## src/rtl/io_pkg.sv

```systemverilog
// Shared definitions for the I/O interrupt controller: byte width,
// output-side FSM states and io_error bit positions.
package io_pkg;

    localparam int DATA_W = 8;

    typedef enum logic {
        O_IDLE = 1'b0,
        O_BUSY = 1'b1
    } out_state_t;

    localparam int ERR_INP = 0;
    localparam int ERR_OUT = 1;

endpackage

```

## src/rtl/io_in_fifo.sv

```systemverilog
// Show-ahead input FIFO. The head entry is presented on rd_data whenever the
// FIFO is non-empty and forced to 0 when empty. full/empty come from a
// registered occupancy counter one bit wider than the wrapping pointers.
module io_in_fifo #(
    parameter int IN_DEPTH = 4,
    parameter int DATA_W   = 8
) (
    input  logic                         clock,
    input  logic                         reset,
    input  logic                         push,
    input  logic [DATA_W-1:0]            wr_data,
    input  logic                         pop,
    output logic [DATA_W-1:0]            rd_data,
    output logic [$clog2(IN_DEPTH):0]    occupancy,
    output logic                         full,
    output logic                         empty,
    output logic                         empty_next
);

    localparam int PTR_W = $clog2(IN_DEPTH);
    localparam logic [PTR_W:0] FULL_CNT = (PTR_W + 1)'(IN_DEPTH);

    logic [DATA_W-1:0] mem [IN_DEPTH];
    logic [PTR_W-1:0]  wr_ptr;
    logic [PTR_W-1:0]  rd_ptr;
    logic [PTR_W:0]    count;
    logic [PTR_W:0]    count_next;

    // Occupancy after this cycle's push/pop; callers guard push with !full
    // and pop with !empty.
    always_comb begin
        count_next = count;
        case ({push, pop})
            2'b10:   count_next = count + 1'b1;
            2'b01:   count_next = count - 1'b1;
            default: count_next = count;
        endcase
    end

    // Pointer and occupancy registers; contents are discarded on reset.
    always_ff @(posedge clock or negedge reset) begin
        if (!reset) begin
            wr_ptr <= '0;
            rd_ptr <= '0;
            count  <= '0;
        end else begin
            if (push) wr_ptr <= wr_ptr + 1'b1;
            if (pop)  rd_ptr <= rd_ptr + 1'b1;
            count <= count_next;
        end
    end

    // Storage array; unread slots are masked by empty so no reset is needed.
    always_ff @(posedge clock) begin
        if (push) mem[wr_ptr] <= wr_data;
    end

    assign occupancy  = count;
    assign full       = (count == FULL_CNT);
    assign empty      = (count == '0);
    assign empty_next = (count_next == '0);
    assign rd_data    = empty ? '0 : mem[rd_ptr];

endmodule

```

## src/rtl/io_interrupt_controller.sv

```systemverilog
// Byte I/O sequencer beside an accumulator CPU: input FIFO feeding INPR/FGI,
// OUTR holding register with FGO, and the IEN/IRQ interrupt logic.
//
// Handshakes: a device transfer happens in exactly the cycle where both
// valid and ready are high at the rising clock edge; valid never depends on
// ready, and dev_out_data stays constant while dev_out_valid is high.
module io_interrupt_controller #(
    parameter int IN_DEPTH = 4,
    parameter int DATA_W   = io_pkg::DATA_W
) (
    input  logic              clock,
    input  logic              reset,
    input  logic [DATA_W-1:0] dev_in_data,
    input  logic              dev_in_valid,
    output logic              dev_in_ready,
    output logic [DATA_W-1:0] dev_out_data,
    output logic              dev_out_valid,
    input  logic              dev_out_ready,
    input  logic              cpu_inp_rd,
    output logic [DATA_W-1:0] inpr,
    output logic              fgi,
    input  logic              cpu_out_wr,
    input  logic [DATA_W-1:0] cpu_out_data,
    output logic              fgo,
    input  logic              cpu_ion,
    input  logic              cpu_iof,
    output logic              ien,
    output logic              irq,
    input  logic              irq_ack,
    output logic [1:0]        io_error
);

    import io_pkg::*;

    logic                       in_push;
    logic                       in_pop;
    logic                       in_full;
    logic                       in_empty;
    logic                       in_empty_next;
    logic [$clog2(IN_DEPTH):0]  in_count;

    out_state_t                 out_state;
    out_state_t                 out_state_next;
    logic [DATA_W-1:0]          outr;
    logic                       out_load;
    logic                       ien_next;
    logic                       ack_take;

    assign in_push = dev_in_valid & ~in_full;
    assign in_pop  = cpu_inp_rd & ~in_empty;

    io_in_fifo #(
        .IN_DEPTH (IN_DEPTH),
        .DATA_W   (DATA_W)
    ) u_fifo (
        .clock      (clock),
        .reset      (reset),
        .push       (in_push),
        .wr_data    (dev_in_data),
        .pop        (in_pop),
        .rd_data    (inpr),
        .occupancy  (in_count),
        .full       (in_full),
        .empty      (in_empty),
        .empty_next (in_empty_next)
    );

    assign dev_in_ready = ~in_full;
    assign fgi          = ~in_empty;

    // Output FSM next state: OUT loads OUTR from idle, device accept frees it.
    always_comb begin
        out_state_next = out_state;
        out_load       = 1'b0;
        case (out_state)
            O_IDLE: begin
                if (cpu_out_wr) begin
                    out_load       = 1'b1;
                    out_state_next = O_BUSY;
                end
            end
            O_BUSY: begin
                if (dev_out_ready) out_state_next = O_IDLE;
            end
            default: out_state_next = O_IDLE;
        endcase
    end

    // Output FSM state and OUTR holding register.
    always_ff @(posedge clock or negedge reset) begin
        if (!reset) begin
            out_state <= O_IDLE;
            outr      <= '0;
        end else begin
            out_state <= out_state_next;
            if (out_load) outr <= cpu_out_data;
        end
    end

    assign fgo           = (out_state == O_IDLE);
    assign dev_out_valid = (out_state == O_BUSY);
    assign dev_out_data  = outr;

    // IEN next state; an ack only counts while a request is outstanding.
    always_comb begin
        ack_take = irq_ack & irq;
        ien_next = ien;
        if (ack_take)     ien_next = 1'b0;
        else if (cpu_iof) ien_next = 1'b0;
        else if (cpu_ion) ien_next = 1'b1;
    end

    // Interrupt enable, registered request and sticky misuse flags.
    always_ff @(posedge clock or negedge reset) begin
        if (!reset) begin
            ien      <= 1'b0;
            irq      <= 1'b0;
            io_error <= '0;
        end else begin
            ien <= ien_next;
            irq <= ien_next & (~in_empty_next | (out_state_next == O_IDLE));
            if (cpu_inp_rd & in_empty)         io_error[ERR_INP] <= 1'b1;
            if (cpu_out_wr & (out_state == O_BUSY)) io_error[ERR_OUT] <= 1'b1;
        end
    end

endmodule

```

## config.mk

```make
export PLATFORM = sky130hd
export DESIGN_NAME = io_interrupt_controller
export DESIGN_NICKNAME = d
export VERILOG_FILES = /design/src/rtl/io_pkg.sv /design/src/rtl/io_in_fifo.sv /design/src/rtl/io_interrupt_controller.sv
export SDC_FILE = /design/constraint.sdc
export NUM_CORES = 1
export LEC_CHECK = 0
export CORE_UTILIZATION = 45
export CTS_CLUSTER_DIAMETER = 50
export DETAILED_ROUTE_END_ITERATION = 10
export PLACE_DENSITY_LB_ADDON = 0.1
export SLEW_MARGIN = 20
export SYNTH_ARGS = -nofsm -noshare
export SYNTH_HDL_FRONTEND = slang
export SYNTH_SLANG_ARGS = --single-unit
```

## constraint.sdc

```tcl
create_clock -name clock -period 4.1 [get_ports clock]
set_input_delay 0.615 -clock clock [delete_from_list [all_inputs] [get_ports clock]]
set_output_delay 0.615 -clock clock [all_outputs]
set_load 0.02 [all_outputs]
```

==> run_results.csv, run 1 <==
group,metric,value,unit
outcome,outcome,"finished with violations",
outcome,violations,"DRC",
critical_path,critical_path.max_stage_delay,0.74,ns
placed_design,place_hpwl,2710,um
synth,yosysWarnings,0,
synth,yosysTopAreaCellShare,0.446,
floorplan,core-area,4470,um^2
timing,finalHoldViolCount,0,
critical_path,cp_max_fo,10,
power_and_ir_drop,power.leakage,1.07,nW
timing,setup_violations,0,
timing,rsz0062_at_grt,"false",
critical_path,crit_type,"reg2out",
global_routing,grt-ovfl-total,0,
floorplan,die_w,71.2,um
cts,cts.sinks,52,
synth,yosysTopAreaCell,"edfxtp_1",
critical_path,arrival,2.33,ns
cts,holdBufCountCts,0,
timing,tightestPinTransition,0.872,ns
synth,yosys-top-cells-area,"edfxtp_1 45%, dfrtp_1 23%, mux4_2 8.4%, mux2_2 4.2%, ha_1 2.9%",
global_routing,grt_pass1_vias,1291,
floorplan,die_y,71.2,um
detailed_routing,wl_per_cell,16.4,um
timing,finalSetupTns,0,ns
cts,post-cts-setup-buffer-count,0,
timing,slew_headroom,0.417,
critical_path,cp_cell_sequence,"mux4_2 > and2_1 > clkdlybuf4s50_1",
timing,period_share,0.719,
placed_design,dpl_worst_slack,1.23,ns
cts,numCtsBuffers,5,
cts,clk_pin_slew,0.09,ns
detailed_routing,via_count,1176,
timing,setup_ws,1.15,ns
cts,clk_latency,0.30,ns
timing,period_needed,2.95,ns
synth,syn_nets,155,
synth,synth_cell_types,28,
cts,cts_root_buf,"clkbuf_8",
final_layout,fillers,316,
global_routing,grt_max_degree,21,
final_layout,multi_input_area,639,um^2
detailed_routing,drt_iter0_drc,87,
final_layout,nets,206,
synth,synth.cell_area,2150,um^2
synth,avgSynthCellArea,17.4,um^2
final_layout,final_layout_size_suffix_gt1_frac,0.188,
critical_path,critical_path.top_delay_family,"flip-flops",
final_layout,syn_to_final_growth,30.2,%
global_routing,grtUsageTotal,0.172,
placed_design,gp_congestion,0.838,
cts,cts_max_path_buffers,2,
synth,yosysSeqAreaShare,0.678,
floorplan,die_area,5070,um^2
worst_hold_path,hold_class,"reg2reg",
detailed_routing,drcViolationCount,5,
floorplan,initial_core_util,0.482,
power_and_ir_drop,powerDensity,685,nW/um^2
final_layout,diodes,0,
floorplan,num_rows,24,
synth,syn_inst,124,
critical_path,cp-end-kind,"output port",
global_routing,grt_pass1_wl,6370,um
final_layout,layout.area.seq,1460,um^2
timing,drv_slew,0,
detailed_routing,drt_wl_total,3750,um
timing,max_freq,339,MHz
critical_path,cp-start-kind,"register",
global_routing,antenna_found_initial,0,
timing,clock_skew,0.00638,ns
floorplan,pin_count,49,
cts,postCtsResizedCells,0,
detailed_routing,viasPerCell,5.16,
critical_path,critPathBufInv,1,
power_and_ir_drop,vdd_drop_max,0.422,mV
cts,cts_tree,"yes",
synth,ys_ff_latch,52,
critical_path,cp_slowest_cell,"dfrtp_1",
critical_path,crit_required,3.48,ns
detailed_routing,drtAntennaViolNets,0,
detailed_routing,first_pass_iters,7,
cts,htree_levels,2,
placed_design,portBuffers,48,
flow_run,drv_cap,0,
-- logic make-up (layout without fill, tap and decap cells) --
group / after synthesis / count (layout) / synth area share
buffers and inverters: 14 / 66 / 0.0250
xor gates and xnor gates: 7 / 7 / 0.0348
muxes: 18 / 18 / 0.137
DFF: 52 / 52 / 0.678
AOI/OAI and AO/OA: 6 / 6 / 0.0209
adders and majority gates: 6 / 6 / 0.0383
and+or+nand+nor: 21 / 21 / 0.0656
-- metrics by stage --
stage | power, mW | util | hold slack, ns | area (um^2) | std cells
floorplan | 1.27 | - | 0.319 | 2150 | 124
global placement | 1.56 | 0.600 | 0.456 | 2680 | 220
CTS | 1.94 | 0.627 | 0.469 | 2810 | 228
global route | 2.03 | 0.627 | 0.494 | 2810 | 228
finish | 1.92 | 0.627 | 0.466 | 2810 | 228
detailed placement | 1.60 | 0.600 | 0.448 | 2680 | 220
-- cell usage in the layout (no fill, tap or decap), types with 2 or more instances in the layout --
master,instances
and2_1,9
and3_2,4
clkbuf_8,7
clkdlybuf4s50_1,48
dfrtp_1,20
edfxtp_1,32
ha_1,5
inv_1,10
mux2_2,8
mux4_2,8
nor2_1,2
o31a_1,2
xnor2_1,3
xor2_1,3
-- where the power goes --
part	internal, mW	switching, mW
Combinational	0.428	0.353
Clock	0.191	0.158
Sequential	0.690	0.102
-- cell usage after synthesis (all sizes together) --
library cell	instances
a211oi	1
a21o	1
a21oi	1
and2	10
and3	4
buf	1
clkbuf	3
dfrtp	20
edfxtp	32
fa	1
ha	5
inv	10
mux2	9
mux2i	1
mux4	8
nand3	1
nor2	2
nor2b	1
o21bai	1
o31a	2
or3	1
or3b	2
xnor2	3
xnor3	1
xor2	3
-- sequential cells by signal, indices dropped and copies added (netlist names) --
register,flops
u_fifo.rd_ptr,2
irq,1
u_fifo.occupancy,3
u_fifo.wr_ptr,2
dev_out_data,8
ien,1
dev_out_valid,1
io_error,2
u_fifo.mem,32
-- worst paths after layout --
check,from,slack [ns],endpoint,cells after the start
worst max register to register,u_fifo.occupancy[0],1.41,irq,8
min in group asynchronous,reset,0.80,dev_out_data[7],1
worst min register to register,io_error[1],0.47,io_error[1],1
max in group asynchronous,reset,2.76,ien,1
worst max-delay path,u_fifo.rd_ptr[0],1.15,inpr[7],3
worst min-delay path,io_error[1],0.47,io_error[1],1
-- routing by layer --
layer	vias to the layer above	global-route usage	share of wire
met5	-	0	0
met4	0	0.0889	0.020
met3	7	0.0385	0.046
met2	31	0.287	0.52
met1	587	0.212	0.41
li1	551	-	-
-- final cells by class --
class                           count  area share
Inverter                           10      0.0134
Timing Repair Buffer               48       0.171
Tap cell                           52      0.0232
Multi-Input combinational cell     58       0.228
Sequential cell                    52       0.521
Clock buffer                        8      0.0433
(Power assumes the default switching activity.)
==> inputs of run 2 (changes only) <==
==> constraint.sdc (replaced) <==
create_clock -name clock -period 2.8 [get_ports clock]
set_input_delay 0.42 -clock clock [delete_from_list [all_inputs] [get_ports clock]]
set_output_delay 0.42 -clock clock [all_outputs]
set_load 0.02 [all_outputs]
==> run 2 against run 1 <==
Against the previous run: the flow still finishes with violations (DRC); first-iteration DRC count decreased by 46%; power grew 47%; setup slack got worse by 0.92 ns; cell area is 0.45% higher; utilization is 0.28 points higher; combinational power up 52%; die area unchanged; sequential share of layout area shrank 0.23 points; count of clock-buffer cells in the layout down 3; sequential power up 43%; final cell count up 1.3%.
==> run_results.csv, run 2 (synthesis gave the netlist of run 1 again) <==
group,metric,value,unit
critical_path,cp-end-kind,"output port",
timing,max_freq,390,MHz
critical_path,critical_path.startpoint,"u_fifo.rd_ptr[0]",
outcome,violations,"DRC",
flow_run,drv_cap,0,
detailed_routing,first_pass_iters,7,
global_routing,grtUsageTotal,0.166,
power_and_ir_drop,vdd_drop_max,0.584,mV
cts,numCtsBuffers,5,
timing,period_needed,2.57,ns
outcome,outcome,"finished with violations",
cts,cts_max_path_buffers,2,
cts,post-cts-setup-buffer-count,0,
cts,htree_levels,2,
global_routing,antenna_found_initial,0,
floorplan,die_y,71.2,um
critical_path,critical_path.max_stage_delay,0.54,ns
floorplan,initial_core_util,0.482,
floorplan,num_rows,24,
critical_path,r2r-end,"irq",
final_layout,final_common_cell,"clkdlybuf4s50_1",
critical_path,arrival,2.15,ns
floorplan,core-area,4470,um^2
cts,cts_root_buf,"clkbuf_8",
timing,period_share,0.916,
timing,rsz0062_at_grt,"false",
critical_path,crit_type,"reg2out",
critical_path,cp_cell_sequence,"buf_4 > mux4_2 > and2_1 > clkdlybuf4s50_1",
critical_path,reg2reg_depth,9,
cts,holdBufCountCts,0,
floorplan,die_area,5070,um^2
cts,postCtsResizedCells,0,
final_layout,layout.area.seq,1460,um^2
power_and_ir_drop,finalPower,2.82,mW
cts,clk_latency,0.30,ns
cts,cts.sinks,52,
final_layout,largest_reg_flops,32,
detailed_routing,drt_iter0_drc,47,
timing,slew_headroom,0.404,
floorplan,die_w,71.2,um
timing,drv_slew,0,
global_routing,grt_max_degree,21,
critical_path,endpoint,"inpr[7]",
final_layout,nets,209,
placed_design,portBuffers,48,
final_layout,final_layout_size_suffix_gt1_frac,0.201,
placed_design,place_hpwl,2700,um
timing,clock_skew,0.00539,ns
worst_hold_path,hold_path_depth,1,
critical_path,r2r-start,"u_fifo.occupancy[0]",
detailed_routing,drtAntennaViolNets,0,
worst_hold_path,hold_class,"reg2reg",
power_and_ir_drop,powerDensity,1000,nW/um^2
critical_path,reg2reg_slack,0.24,ns
cts,cts_tree,"yes",
detailed_routing,drcViolationCount,5,
detailed_routing,drt_wl_total,3750,um
power_and_ir_drop,power.leakage,1.08,nW
timing,finalSetupTns,0,ns
critical_path,crit_required,2.38,ns
global_routing,grt-ovfl-total,0,
detailed_routing,via_count,1193,
critical_path,cp_max_fo,8,
final_layout,multi_input_area,639,um^2
timing,setup_violations,0,
final_layout,regMostFlops,"u_fifo.mem",
global_routing,grt_pass1_vias,1235,
floorplan,pin_count,49,
global_routing,grt_pass1_wl,6120,um
critical_path,cp-start-kind,"register",
placed_design,gp_congestion,0.832,
timing,finalHoldViolCount,0,
critical_path,cp_slowest_cell,"clkdlybuf4s50_1",
detailed_routing,wl_per_cell,16.2,um
detailed_routing,viasPerCell,5.16,
final_layout,diodes,0,
final_layout,final_cell_mix,"48 x clkdlybuf4s50_1, 32 x edfxtp_1, 20 x dfrtp_1, 10 x inv_1, 9 x and2_1",
timing,tightestPinTransition,0.891,ns
final_layout,syn_to_final_growth,30.8,%
cts,clk_pin_slew,0.09,ns
final_layout,fillers,328,
-- run 2: power by group --
part	leakage [nW]	switching (mW)	internal (mW)
Clock	0.0541	0.238	0.264
Sequential	0.524	0.115	1.01
Combinational	0.501	0.547	0.644
-- run 2: per-stage QoR --
stage / std cells / utilization / worst slack (ns) / cell area [um^2] / hold WS (ns)
after floorplan: 124 / - / 0.318 / 2150 / 0.124
after global placement: 223 / 0.605 / 0.234 / 2710 / 0.456
after detailed placement: 223 / 0.605 / 0.198 / 2710 / 0.447
after CTS: 231 / 0.630 / 0.204 / 2820 / 0.468
after global routing: 231 / 0.630 / 0.125 / 2820 / 0.481
final: 231 / 0.630 / 0.234 / 2820 / 0.464
-- run 2: layer usage --
| layer | vias up | global-route usage | routed length [um] | part of all wire |
|---|---|---|---|---|
| met5 | - | 0 | 0 | 0 |
| met4 | 0 | 0.0600 | 53 | 0.014 |
| met3 | 5 | 0.0499 | 154 | 0.041 |
| met2 | 30 | 0.276 | 1950 | 0.52 |
| met1 | 603 | 0.206 | 1590 | 0.42 |
| li1 | 555 | - | - | - |
-- run 2: worst max-delay path: cells and delay by family, from the launching register on --
kind	cells	cell delay [ns]
mux	1	0.51
flops	1	0.39
simple gates	1	0.18
buf+inv	2	0.77
-- run 2: final cells by class --
class	count	area share
clock buffers	5	0.0244
clock inverters	3	0.0151
inverters	10	0.0133
multi-input cells	58	0.227
flip-flops and latches	52	0.519
well taps	52	0.0231
repair buffers	51	0.179
-- run 2: worst min-delay path by stage --
stage / slack, ns / start / to
6_report: 0.46 / io_error[1] / io_error[1]
5_1_grt: 0.48 / io_error[1] / io_error[1]
2_1_floorplan: 0.12 / reset / dev_out_data[0]
4_1_cts: 0.47 / io_error[1] / io_error[1]
3_5_place_dp: 0.45 / io_error[1] / io_error[1]
3_3_place_gp: 0.46 / io_error[1] / io_error[1]
==> inputs of run 3 (changes only) <==
--- a/config.mk
+++ b/config.mk
@@ -5,7 +5,10 @@
 export SDC_FILE = /design/constraint.sdc
 export NUM_CORES = 1
 export LEC_CHECK = 0
-export CORE_UTILIZATION = 45
+export CAP_MARGIN = 20
+export CELL_PAD_IN_SITES_DETAIL_PLACEMENT = 2
+export CELL_PAD_IN_SITES_GLOBAL_PLACEMENT = 2
+export CORE_UTILIZATION = 35
 export CTS_CLUSTER_DIAMETER = 50
 export DETAILED_ROUTE_END_ITERATION = 10
 export PLACE_DENSITY_LB_ADDON = 0.1
==> run 3 against run 2 <==
Against the previous run: the flow now finishes without violations; utilization shrank 15 points; register-to-register slack is essentially flat; critical path depth is the same; routed wire length grew 16%; global-route usage shrank 1.5 points; critical endpoint is now inpr[1]; largest cell class unchanged.
==> run_results.csv, run 3 (synthesis gave the netlist of run 1 again) <==
group,metric,value,unit
final_layout,largest_reg_flops,32,
floorplan,die_y,80.5,um
detailed_routing,wl_met1,1940,um
critical_path,critical_path.top_delay_family,"buffers and inverters",
critical_path,cp-end-kind,"output port",
floorplan,num_rows,28,
timing,slew_headroom,0.384,
floorplan,die_area,6470,um^2
power_and_ir_drop,vdd_drop_max,0.383,mV
detailed_routing,wl_per_cell,17.2,um
timing,max_freq,388,MHz
final_layout,final_common_cell,"clkdlybuf4s50_1",
cts,clk_pin_slew,0.09,ns
worst_hold_path,min-delay-start,"io_error[1]",
worst_hold_path,hold_class,"reg2reg",
detailed_routing,first_pass_iters,2,
critical_path,critPathBufInv,2,
detailed_routing,wl_met3,207,um
floorplan,pin_count,49,
final_layout,regMostFlops,"u_fifo.mem",
global_routing,grt_max_degree,21,
cts,cts.sinks,52,
timing,period_share,0.920,
detailed_routing,via_count,1214,
critical_path,cp-start-kind,"register",
cts,postCtsResizedCells,0,
detailed_routing,drt_iter0_drc,26,
critical_path,reg2reg_depth,9,
placed_design,dpl_worst_slack,0.174,ns
global_routing,grt-ovfl-total,0,
critical_path,cp_slowest_cell,"clkdlybuf4s50_1",
critical_path,cp_max_fo,8,
placed_design,portBuffers,48,
detailed_routing,dr_wl_met2,2140,um
global_routing,grt_pass1_vias,1365,
final_layout,final_util,0.476,
final_layout,nets,209,
detailed_routing,top_layer_used,"met4",
critical_path,r2r-start,"u_fifo.occupancy[2]",
timing,tightestPinTransition,0.921,ns
global_routing,grtUsageTotal,0.151,
cts,holdBufCountCts,0,
cts,post-cts-setup-buffer-count,0,
power_and_ir_drop,powerDensity,975,nW/um^2
timing,rsz0062_at_grt,"false",
flow_run,drv_cap,0,
critical_path,critical_path.max_stage_delay,0.53,ns
placed_design,gp_congestion,0.713,
timing,setup_ws,0.224,ns
timing,period_needed,2.58,ns
cts,clk_latency,0.30,ns
cts,cts_tree,"yes",
final_layout,final_cell_mix,"48 x clkdlybuf4s50_1, 32 x edfxtp_1, 20 x dfrtp_1, 10 x inv_1, 9 x and2_1",
detailed_routing,viasPerCell,4.80,
worst_hold_path,hold_path_depth,1,
global_routing,grt_pass1_wl,7000,um
cts,cts_max_path_buffers,2,
final_layout,final_layout_size_suffix_gt1_frac,0.197,
timing,finalSetupTns,0,ns
placed_design,place_hpwl,3190,um
timing,finalHoldViolCount,0,
global_routing,antenna_found_initial,0,
cts,cts_root_buf,"clkbuf_8",
floorplan,die_w,80.5,um
power_and_ir_drop,power.leakage,1.07,nW
timing,drv_slew,0,
cts,numCtsBuffers,5,
critical_path,critical_path.startpoint,"u_fifo.rd_ptr[0]",
timing,clock_skew,0.00478,ns
detailed_routing,drt_wl_total,4340,um
floorplan,core-area,5920,um^2
timing,setup_violations,0,
critical_path,arrival,2.16,ns
critical_path,crit_type,"reg2out",
final_layout,fillers,586,
outcome,outcome,"completed",
critical_path,cp_cell_sequence,"buf_4 > mux4_2 > and2_1 > clkdlybuf4s50_1",
critical_path,crit_required,2.38,ns
detailed_routing,drcViolationCount,0,
floorplan,initial_core_util,0.364,
final_layout,syn_to_final_growth,30.7,%
cts,htree_levels,2,
detailed_routing,drtAntennaViolNets,0,
critical_path,cp.depth,4,
final_layout,diodes,0,
## run 3: cell types whose count changed in the layout (fill, tap and decap cells not counted)
| cell | change |
|---|---|
| bufinv_16 | -1 |
## run 3: cell type report
class / instances / area (um^2) / area share
clock buffers: 5 / 68.8 / 0.0244
clock inverters: 2 / 12.5 / 0.00444
multi-input cells: 58 / 639 / 0.227
inverters: 10 / 37.5 / 0.0133
repair buffers: 51 / 503 / 0.179
well taps: 75 / 93.8 / 0.0333
flip-flops and latches: 52 / 1460 / 0.519
## run 3: worst reg2reg max path, stage by stage (launching register included)
cell,delay [ns]
dfrtp_1,0.42
or3b_4,0.43
and2_4,0.19
inv_1,0.05
ha_1,0.22
inv_1,0.07
fa_1,0.41
xnor3_1,0.20
o31a_1,0.24
o31a_1,0.23
## run 3: stage by stage
stage | instances | total power, mW | instance area [um^2] | hold slack [ns]
2_1_floorplan | 124 | 1.87 | 2150 | 0.124
3_3_place_gp | 246 | 2.33 | 2740 | 0.445
3_5_place_dp | 246 | 2.39 | 2740 | 0.460
4_1_cts | 253 | 2.81 | 2820 | 0.480
5_1_grt | 253 | 2.92 | 2820 | 0.515
6_report | 253 | 2.75 | 2820 | 0.473
## run 3: final timing paths
kind / endpoint / slack [ns]
worst max-delay path: inpr[1] / 0.22
worst min-delay path: io_error[1] / 0.47
worst max register to register: irq / 0.23
worst min register to register: io_error[1] / 0.47
max in group asynchronous: dev_out_data[5] / 1.60
min in group asynchronous: ien / 0.63
## run 3: routing by layer
layer	track usage	up-vias
met5	0	-
met4	0.0536	0
met3	0.0386	4
met2	0.243	31
met1	0.197	623
li1	-	556
## run 3: where the power goes
group | total [mW] | switching, mW | internal, mW
registers | 1.13 | 0.120 | 1.01
clock network | 0.400 | 0.231 | 0.170
logic | 1.21 | 0.567 | 0.648
